[config.mk]
export PLATFORM = sky130hd
export DESIGN_NAME = matrix_scan_capture
export DESIGN_NICKNAME = d
export VERILOG_FILES = /design/src/rtl/matrix_scan_capture_pkg.sv /design/src/rtl/matrix_scan_capture_filter.sv /design/src/rtl/matrix_scan_capture.sv
export SDC_FILE = /design/constraint.sdc
export NUM_CORES = 1
export LEC_CHECK = 0
export CORE_ASPECT_RATIO = 0.75
export CORE_MARGIN = 8
export CORE_UTILIZATION = 50
export CTS_CLUSTER_SIZE = 12
export DETAILED_ROUTE_END_ITERATION = 7
export HOLD_SLACK_MARGIN = 0.02
export MAX_ROUTING_LAYER = met4
export PLACE_DENSITY_LB_ADDON = 0.2
export SKIP_CTS_REPAIR_TIMING = 1
export SYNTH_ARGS = -nofsm -noshare
export SYNTH_HDL_FRONTEND = slang
export SYNTH_SLANG_ARGS = --single-unit
[constraint.sdc]
create_clock -name clk -period 5.4 [get_ports clk]
set_clock_uncertainty 0.05 [all_clocks]
set_input_delay 1.08 -clock clk [delete_from_list [all_inputs] [get_ports clk]]
set_output_delay 1.08 -clock clk [all_outputs]
set_load 0.02 [all_outputs]
[src/rtl/matrix_scan_capture_pkg.sv]
// Shared definitions for the LED-matrix scan capture block.
// Latency: n/a (types, constants and the frame bit mapping only).
// Backpressure: n/a.
package matrix_scan_capture_pkg;

    localparam int NUM_COL  = 5;
    localparam int NUM_LINE = 7;
    localparam int FRAME_W  = NUM_COL * NUM_LINE;

    typedef enum logic {
        HUNT    = 1'b0,
        CAPTURE = 1'b1
    } scan_state_t;

    typedef logic [NUM_LINE-1:0] col_dat_t;

    // Frame bit for (line, column), identical to the display driver's layout:
    // line 6 / column 0 lands on the MSB, line 0 / column 4 on bit 0.
    function automatic int frame_bit(input int line, input int col);
        return NUM_COL * line + (NUM_COL - 1) - col;
    endfunction

endpackage

[src/rtl/matrix_scan_capture_filter.sv]
// Deglitches the column strobes and emits one accept per stable strobe episode.
// Latency: combinational accept on the sample_en edge whose sample completes the run.
// Backpressure: none; sample_en paces everything and accepts cannot be stalled.
//
// Ports: clk/clr (async active-low), sample_en strobe, col_in strobes,
//        acc_vld accept event, acc_invalid (more than one bit set), acc_col index.
module scan_strobe_filter #(
    parameter int STABLE_SAMPLES = 2,
    parameter int NUM_COL        = 5
) (
    input  logic               clk,
    input  logic               clr,
    input  logic               sample_en,
    input  logic [NUM_COL-1:0] col_in,
    output logic               acc_vld,
    output logic               acc_invalid,
    output logic [2:0]         acc_col
);

    localparam logic [3:0] STABLE_W = 4'(STABLE_SAMPLES);

    logic [NUM_COL-1:0] col_q;
    logic [3:0]         run_q;
    logic [3:0]         run_d;
    logic               same;
    logic [2:0]         n_set;

    assign same = (col_in == col_q);

    // Run saturates at the threshold so a long-held strobe cannot fire twice.
    always_comb begin
        run_d = 4'd1;
        if (same) begin
            run_d = (run_q == STABLE_W) ? run_q : run_q + 4'd1;
        end
    end

    // Fire only on the sample that first reaches the threshold; blanking never fires.
    assign acc_vld = sample_en && (col_in != '0) && (run_d == STABLE_W)
                     && !(same && (run_q == STABLE_W));

    // Bit 4 is column 0, so the index is mirrored.
    always_comb begin
        acc_col = '0;
        n_set   = '0;
        for (int i = 0; i < NUM_COL; i++) begin
            if (col_in[i]) begin
                acc_col = 3'(NUM_COL - 1 - i);
                n_set   = n_set + 3'd1;
            end
        end
    end

    assign acc_invalid = (n_set > 3'd1);

    always_ff @(posedge clk or negedge clr) begin
        if (!clr) begin
            col_q <= '0;
            run_q <= '0;
        end else if (sample_en) begin
            col_q <= col_in;
            run_q <= run_d;
        end
    end

endmodule

[src/rtl/matrix_scan_capture.sv]
// Rebuilds the 7x5 LED-matrix frame from observed column strobes and line data.
// Latency: frame_valid rises 1 clk after the sample_en edge that accepts column 4.
// Backpressure: none; frames are published as pulses and overwrite frame_out.
//
// Ports: clk, clr (async active-low), sample_en, col_in[4:0] (bit 4 = column 0),
//        line_in[6:0]; frame_out[34:0], frame_valid, frame_changed, locked,
//        seq_err, frame_cnt[7:0].
module matrix_scan_capture #(
    parameter int STABLE_SAMPLES  = 2,
    parameter int TIMEOUT_SAMPLES = 255,
    parameter int NUM_COL         = 5,
    parameter int NUM_LINE        = 7
) (
    input  logic                         clk,
    input  logic                         clr,
    input  logic                         sample_en,
    input  logic [NUM_COL-1:0]           col_in,
    input  logic [NUM_LINE-1:0]          line_in,
    output logic [NUM_COL*NUM_LINE-1:0]  frame_out,
    output logic                         frame_valid,
    output logic                         frame_changed,
    output logic                         locked,
    output logic                         seq_err,
    output logic [7:0]                   frame_cnt
);

    import matrix_scan_capture_pkg::*;

    localparam int         FW      = NUM_COL * NUM_LINE;
    localparam logic [11:0] TMO_MAX = 12'(TIMEOUT_SAMPLES);
    localparam logic [2:0]  LAST_COL = 3'(NUM_COL - 1);

    scan_state_t state_q, state_d;
    logic [2:0]  exp_col_q, exp_col_d;
    logic [NUM_COL-1:0][NUM_LINE-1:0] shadow_q;
    logic [11:0] tmo_q;
    logic [FW-1:0] pub_frame;

    logic       acc_vld;
    logic       acc_invalid;
    logic [2:0] acc_col;

    logic wr_en;
    logic publish;
    logic err;
    logic lose;
    logic tmo_hit;

    scan_strobe_filter #(
        .STABLE_SAMPLES (STABLE_SAMPLES),
        .NUM_COL        (NUM_COL)
    ) u_filter (
        .clk         (clk),
        .clr         (clr),
        .sample_en   (sample_en),
        .col_in      (col_in),
        .acc_vld     (acc_vld),
        .acc_invalid (acc_invalid),
        .acc_col     (acc_col)
    );

    // Frame as it would be published now: columns 0..3 from the shadow,
    // column 4 straight from line_in so the publish happens on the accept edge.
    always_comb begin
        pub_frame = '0;
        for (int c = 0; c < NUM_COL; c++) begin
            for (int r = 0; r < NUM_LINE; r++) begin
                if (c == NUM_COL - 1) begin
                    pub_frame[6'(frame_bit(r, c))] = line_in[3'(r)];
                end else begin
                    pub_frame[6'(frame_bit(r, c))] = shadow_q[3'(c)][3'(r)];
                end
            end
        end
    end

    // Timeout fires on the tick that brings the idle count up to the limit;
    // an accept on the same tick takes priority.
    assign tmo_hit = sample_en && !acc_vld && (tmo_q == TMO_MAX - 12'd1);

    always_comb begin
        state_d   = state_q;
        exp_col_d = exp_col_q;
        wr_en     = 1'b0;
        publish   = 1'b0;
        err       = 1'b0;
        lose      = 1'b0;
        case (state_q)
            HUNT: begin
                // Only a clean column 0 starts tracking; anything else is silent.
                if (acc_vld && !acc_invalid && (acc_col == 3'd0)) begin
                    wr_en     = 1'b1;
                    exp_col_d = 3'd1;
                    state_d   = CAPTURE;
                end
            end
            CAPTURE: begin
                if (acc_vld) begin
                    if (acc_invalid || (acc_col != exp_col_q)) begin
                        err     = 1'b1;
                        state_d = HUNT;
                    end else begin
                        wr_en = 1'b1;
                        if (acc_col == LAST_COL) begin
                            publish   = 1'b1;
                            exp_col_d = 3'd0;
                        end else begin
                            exp_col_d = exp_col_q + 3'd1;
                        end
                    end
                end else if (tmo_hit) begin
                    lose    = 1'b1;
                    state_d = HUNT;
                end
            end
            default: state_d = HUNT;
        endcase
    end

    always_ff @(posedge clk or negedge clr) begin
        if (!clr) begin
            state_q       <= HUNT;
            exp_col_q     <= '0;
            shadow_q      <= '0;
            tmo_q         <= '0;
            frame_out     <= '0;
            frame_valid   <= 1'b0;
            frame_changed <= 1'b0;
            locked        <= 1'b0;
            seq_err       <= 1'b0;
            frame_cnt     <= '0;
        end else begin
            state_q       <= state_d;
            exp_col_q     <= exp_col_d;
            frame_valid   <= publish;
            frame_changed <= publish && (pub_frame != frame_out);
            seq_err       <= err;

            if (wr_en) begin
                shadow_q[acc_col] <= line_in;
            end

            if (publish) begin
                frame_out <= pub_frame;
                frame_cnt <= frame_cnt + 8'd1;
            end

            if (publish) begin
                locked <= 1'b1;
            end else if (err || lose) begin
                locked <= 1'b0;
            end

            if (acc_vld) begin
                tmo_q <= '0;
            end else if (sample_en && (tmo_q != TMO_MAX)) begin
                tmo_q <= tmo_q + 12'd1;
            end
        end
    end

endmodule

* Word-level counts from Yosys, hierarchy flattened
Cells that the tools add are included.
Storage, ports and cells: output and inout port bits 47, input bits 15, bits in registers 92, word-level logic and storage cells 101
Cells by class: bitwise operators 1, magnitude comparators 3, $add $sub $neg 8, reductions and logical operators 21, multiplexer cells 41, equality and inequality tests 11
Operators with widths (number):
- two-way mux 3 bit | 13
- bitwise mux 35 bit | 1
- inequality test 32 x 20 -> 1 bit | 1
- two-way mux 12 bit | 2
- demux 7 bit (select 3 bit) | 1
- two-way mux 1 bit | 18
- adder 12 x 1 -> 12 bit (second input constant) | 1
- adder 3 x 1 -> 3 bit (second input constant) | 4
- == test 12 x 8 -> 1 bit (second input constant) | 1
- inequality test 12 x 8 -> 1 bit (second input constant) | 1
- logical AND 1 bit | 11
- adder 8 x 1 -> 8 bit (second input constant) | 1
- == test 4 x 2 -> 1 bit (second input constant) | 2
- two-way mux 4 bit | 2
- two-way mux 7 bit | 1
- one-hot mux 3 bit (2 select lines) | 1
- == test 5 bit | 1
- nonzero test 5 bit | 1
- adder 4 x 1 -> 4 bit (second input constant) | 1
- less-than comparator 3 x 4 -> 1 bit (second input constant) | 1
- inequality test 2 bit (second input constant) | 2
- one-hot mux 1 bit (2 select lines) | 2
- nonzero test 2 bit | 2
- == test 3 bit (second input constant) | 1
- other kinds (10) | 13

* Depth between registers and ports, before layout
word-level depth 17, depth in mapped cells 15, gate-level depth less buffers 14

* Modules after synthesis
Synthesis repeated with hierarchy kept, for this count alone.
Unflattened totals: cell total of the unflattened synthesis 356, area total of the unflattened synthesis 4101.4 um^2
Modules (own cells, without submodules):
- matrix_scan_capture | cells an instance 274, seq. area each 1601.5 um^2, times used 1, area an instance 3305.7 um^2
- scan_strobe_filter | cells an instance 82, seq. area each 225.2 um^2, times used 1, area an instance 795.8 um^2

* Worst setup path before layout
Ideal clock, no wire load.
path kind input port to flip-flop, start input col_in[1], end register shadow_q, in the netlist pub_frame[12], path slack 1.345 ns, stages on the path 13, required time 5.225 ns, setup time 0.125 ns, path buffers 1, arrival time 3.880 ns, cell sequence inv_1 > ha_1 > xor2_1 > ha_1 > nand2_1 > o31ai_1 > ha_1 > nor3b_1 > mux2_2 > o211ai_1 > or4_4 > buf_6 > mux2_4
Between the ends: cells in the longest elaborated chain, start to end 13, elaborated cells on any way between the ends 37, classes of those cells 3 x add/sub; 3 x order compare; 3 x eq/ne; 16 x mux; 12 x reduce/logical
Ends and longest elaborated chain:
- start: declaration | RTL line matrix_scan_capture.sv:17 | input logic [NUM_COL-1:0] col_in,
- two-way mux 3 bit | RTL line matrix_scan_capture_filter.sv:47 | if (col_in[i]) begin
- adder 3 x 1 -> 3 bit | RTL line matrix_scan_capture_filter.sv:49 | n_set = n_set + 3'd1;
- two-way mux 3 bit | RTL line matrix_scan_capture_filter.sv:47
- adder 3 x 1 -> 3 bit | RTL line matrix_scan_capture_filter.sv:49
- two-way mux 3 bit | RTL line matrix_scan_capture_filter.sv:47
- adder 3 x 1 -> 3 bit | RTL line matrix_scan_capture_filter.sv:49
- two-way mux 3 bit | RTL line matrix_scan_capture_filter.sv:47
- > comparator 3 x 1 -> 1 bit | RTL line matrix_scan_capture_filter.sv:54 | assign acc_invalid = (n_set > 3'd1);
- logical NOT 1 bit | RTL line matrix_scan_capture.sv:91 | if (acc_vld && !acc_invalid && (acc_col == 3'd0)) begin
- logical AND 1 bit (2 in series) | RTL line matrix_scan_capture.sv:91
- two-way mux 1 bit | RTL line matrix_scan_capture.sv:91
- one-hot mux 1 bit (2 select lines) | RTL line matrix_scan_capture.sv:88 | case (state_q)
- end signal: indexed assignment | RTL line matrix_scan_capture.sv:140 | shadow_q[acc_col] <= line_in;
- end: declaration | RTL line matrix_scan_capture.sv:35 | logic [NUM_COL-1:0][NUM_LINE-1:0] shadow_q;
Parallel ways exist; a longest one is shown, timed or not. A chain may end at the register's enable or synchronous reset.

* Final worst setup path
start input col_in[0], end register shadow_q, in the netlist pub_frame[16]
Between the ends: cells in the longest elaborated chain, start to end 15, elaborated cells on any way between the ends 40, classes of those cells 4 x add/sub; 3 x order compare; 3 x eq/ne; 18 x mux; 12 x reduce/logical
Ends and longest elaborated chain (RTL line):
- two-way mux 1 bit | matrix_scan_capture_filter.sv:47
- adder 1 x 1 -> 2 bit | matrix_scan_capture_filter.sv:49
- two-way mux 3 bit | matrix_scan_capture_filter.sv:47
- adder 3 x 1 -> 3 bit | matrix_scan_capture_filter.sv:49
- two-way mux 3 bit | matrix_scan_capture_filter.sv:47
- adder 3 x 1 -> 3 bit | matrix_scan_capture_filter.sv:49
- two-way mux 3 bit | matrix_scan_capture_filter.sv:47
- adder 3 x 1 -> 3 bit | matrix_scan_capture_filter.sv:49
- two-way mux 3 bit | matrix_scan_capture_filter.sv:47
- > comparator 3 x 1 -> 1 bit | matrix_scan_capture_filter.sv:54
- logical NOT 1 bit | matrix_scan_capture.sv:91
- logical AND 1 bit (2 in series) | matrix_scan_capture.sv:91
- two-way mux 1 bit | matrix_scan_capture.sv:91
- one-hot mux 1 bit (2 select lines) | matrix_scan_capture.sv:88
Parallel ways exist; a longest one is shown, timed or not.

==> results.yml <==
timing:
  slew_headroom: 0.390
  setup_tns_ns: 0
  rsz0062_at_grt: "no"
  fmax_ghz: 0.218
  holdWs_ns: 0.423
  finalSetupViolCount: 0
  finalCritPeriodShare: 0.848
  worst_pin_slew_ns: 0.915
  finalCriticalPeriod_ns: 4.58
  hold_violations: 0
  slew_violations: 0
yosys:
  netlist_area_um2: 3940
  syn_inst: 350
  syn_avg_cell_area_um2: 11.3
  synth_cell_types: 50
  ys_ff_latch: 73
  yosysSeqAreaShare: 0.464
  async_reset_ff_frac: 1.00
  yosys_warnings: 0
  synth_edf_count: 0
  ys.flop_type: "dfrtp_1"
pwr:
  p_sw_mw: 0.361
  design_power_total_mw: 1.21
  pwr-share-clk: 0.292
  combPwrFrac: 0.184
  swShare: 0.299
  internal_power_mw: 0.846
  power_density_nw_per_um2: 264
  irDropWorstVdd_mv: 0.225
  p_leak_nw: 2.13
  p_seq_frac: 0.525
worst_setup_path:
  rr_worst_depth: 7
  required_ns: 5.58
  reg2reg_from: "u_filter.run_q[0]$_DFFE_PN0P_"
  r2r_end: "pub_frame[16]$_DFFE_PN0P_"
  crit_type: "in2reg"
  critical_path_arrival_ns: 4.76
  critPathCaptureType: "register"
  crit_fanout: 5
  regToRegSetupSlack_ns: 2.49
  startpoint_type: "primary input"
cts:
  numClockSinks: 73
  cts_max_level: 3
  cts_buffers: 9
  cts.clk_slew.worst_paths_ns: 0.07
  clk_latency_ns: 0.34
  cts_root_buf: "clkbuf_8"
  cts_tree: "done"
  clk_path_buf_depth: 2
final_layout:
  layout.cells.non_filler: 506
  final-seq-area_um2: 1830
  nets: 425
  multi_input_area_um2: 1970
  area_growth_pct: 16.0
  final_common_cell: "dfrtp_1"
  mostFrequentLayoutCells: "dfrtp_1, mux2_2, clkdlybuf4s50_1"
  drive_gt1_frac: 0.187
  num_antenna_cells: 0
  fillCellCount: 673
  postLayoutCellArea_um2: 4570
global_routing:
  use_met3: 0.0511
  gr-usage-met1: 0.199
  grt_util_all_layers: 0.158
  antenna_found_initial: 0
  grt_pass1_wl_um: 13700
  grt_pass1_vias: 2832
  gr-total-overflow: 0
  grt.met2_usage: 0.242
  grt_max_degree: 74
  grt_most_used_layer: "met2"
die:
  io_pins: 62
  start_util: 0.506
  fp.dieH_um: 92.9
  dieWidth_um: 118
  die_area_um2: 11000
  core-area_um2: 7780
  rows: 28
drt:
  wl_per_cell_um: 15.6
  first_pass_iters: 4
  drt-initial-drc-count: 115
  vias_per_cell: 5.36
  wirelength_um: 7870
  route.detailed.drc: 0
  drtAntennaViolNets: 0
  vias: 2711
min_path:
  hold_class: "reg2reg"
  hold_path_depth: 1
  hold_end: "frame_cnt[7]$_DFFE_PN0P_"
  min_from: "frame_cnt[7]$_DFFE_PN0P_"
place:
  dp_hpwl_um: 5640
  dp_cells: 492
  portBuffers: 43
  place_area_um2: 4420
  gp_congestion: 0.802
run:
  max_cap_violations: 0
status:
  status: "complete, no violations"
-- worst max-delay path, cell delays in order --
cell             delay, ns
clkdlybuf4s50_1       0.57
inv_1                 0.09
ha_1                  0.33
xor2_1                0.23
ha_1                  0.27
nand2_1               0.06
o31ai_1               0.10
ha_1                  0.34
nor3b_1               0.17
mux2_2                0.22
o211ai_1              0.18
nor3_1                0.70
mux2_2                0.41
-- synthesized netlist by cell type (5+ instances only) --
| cell | n | area share |
|---|---|---|
| nor4_1 | 5 | 0.0079 |
| ha_1 | 12 | 0.038 |
| nor3_1 | 5 | 0.0064 |
| buf_4 | 17 | 0.032 |
| xor2_1 | 24 | 0.053 |
| xnor2_1 | 18 | 0.040 |
| dfrtp_1 | 73 | 0.46 |
| nor2_1 | 23 | 0.022 |
| nand4_1 | 9 | 0.014 |
| a21oi_1 | 10 | 0.013 |
| o21ai_0 | 12 | 0.015 |
| mux2_2 | 42 | 0.12 |
| inv_1 | 7 | 0.0067 |
| nand3_1 | 11 | 0.014 |
| mux2_4 | 5 | 0.019 |
| or3_1 | 7 | 0.011 |
| nand2_1 | 15 | 0.014 |
-- state kept, by name, summed over array words and instances, names as in the netlist, 3 cells and up --
signal          flops
pub_frame          16
u_filter.col_q      5
frame_out          20
frame_cnt           8
exp_col_q           3
tmo_q              12
u_filter.run_q      4
-- how the worst max path moves through the flow --
stage,startpoint,to,slack [ns],depth (start not counted)
2_1_floorplan,col_in[1],pub_frame[12]$_DFFE_PN0P_,1.35,13
3_3_place_gp,col_in[0],pub_frame[1]$_DFFE_PN0P_,0.55,13
3_5_place_dp,col_in[0],pub_frame[16]$_DFFE_PN0P_,0.43,13
4_1_cts,col_in[0],pub_frame[16]$_DFFE_PN0P_,0.81,13
5_1_grt,col_in[0],pub_frame[1]$_DFFE_PN0P_,0.54,13
6_report,col_in[0],pub_frame[16]$_DFFE_PN0P_,0.82,13
-- final cells by class --
cell class | count | area share
clock buffer | 11 | 0.0288
clock inverter | 3 | 0.00438
inverter | 7 | 0.00575
multi-input combinational | 259 | 0.431
sequential | 73 | 0.400
tap | 105 | 0.0288
timing repair buffer | 48 | 0.102
-- layer usage --
layer	part of all wire	wire [um]	up-vias
met5	0	0	-
met4	0.0051	40	0
met3	0.045	353	2
met2	0.45	3580	49
met1	0.50	3900	1350
li1	-	-	1310
-- power groups by stage --
stage          clock (mW)  combinational (mW)  sequential [mW]
2_1_floorplan           0               0.177            0.632
3_3_place_gp            0               0.215            0.640
3_5_place_dp            0               0.223            0.644
4_1_cts             0.371               0.224            0.633
5_1_grt             0.389               0.257            0.641
6_report            0.352               0.222            0.633
-- through the flow --
stage	util	setup slack, ns
3_3_place_gp	0.568	0.545
4_1_cts	0.588	0.810
5_1_grt	0.588	0.538
3_5_place_dp	0.568	0.432
6_report	0.588	0.818
2_1_floorplan	-	1.35
-- kinds of logic after synthesis --
group | Yosys count | share of synthesized area
xor gates and xnor gates | 42 | 0.0934
and+or+nand+nor | 105 | 0.149
AOI/OAI and AO/OA | 37 | 0.0629
DFF | 73 | 0.464
other | 1 | 0.000952
buffers and inverters | 32 | 0.0496
adders and majority gates | 12 | 0.0381
muxes | 48 | 0.142
Note: power is estimated with default switching activity, not from simulation.
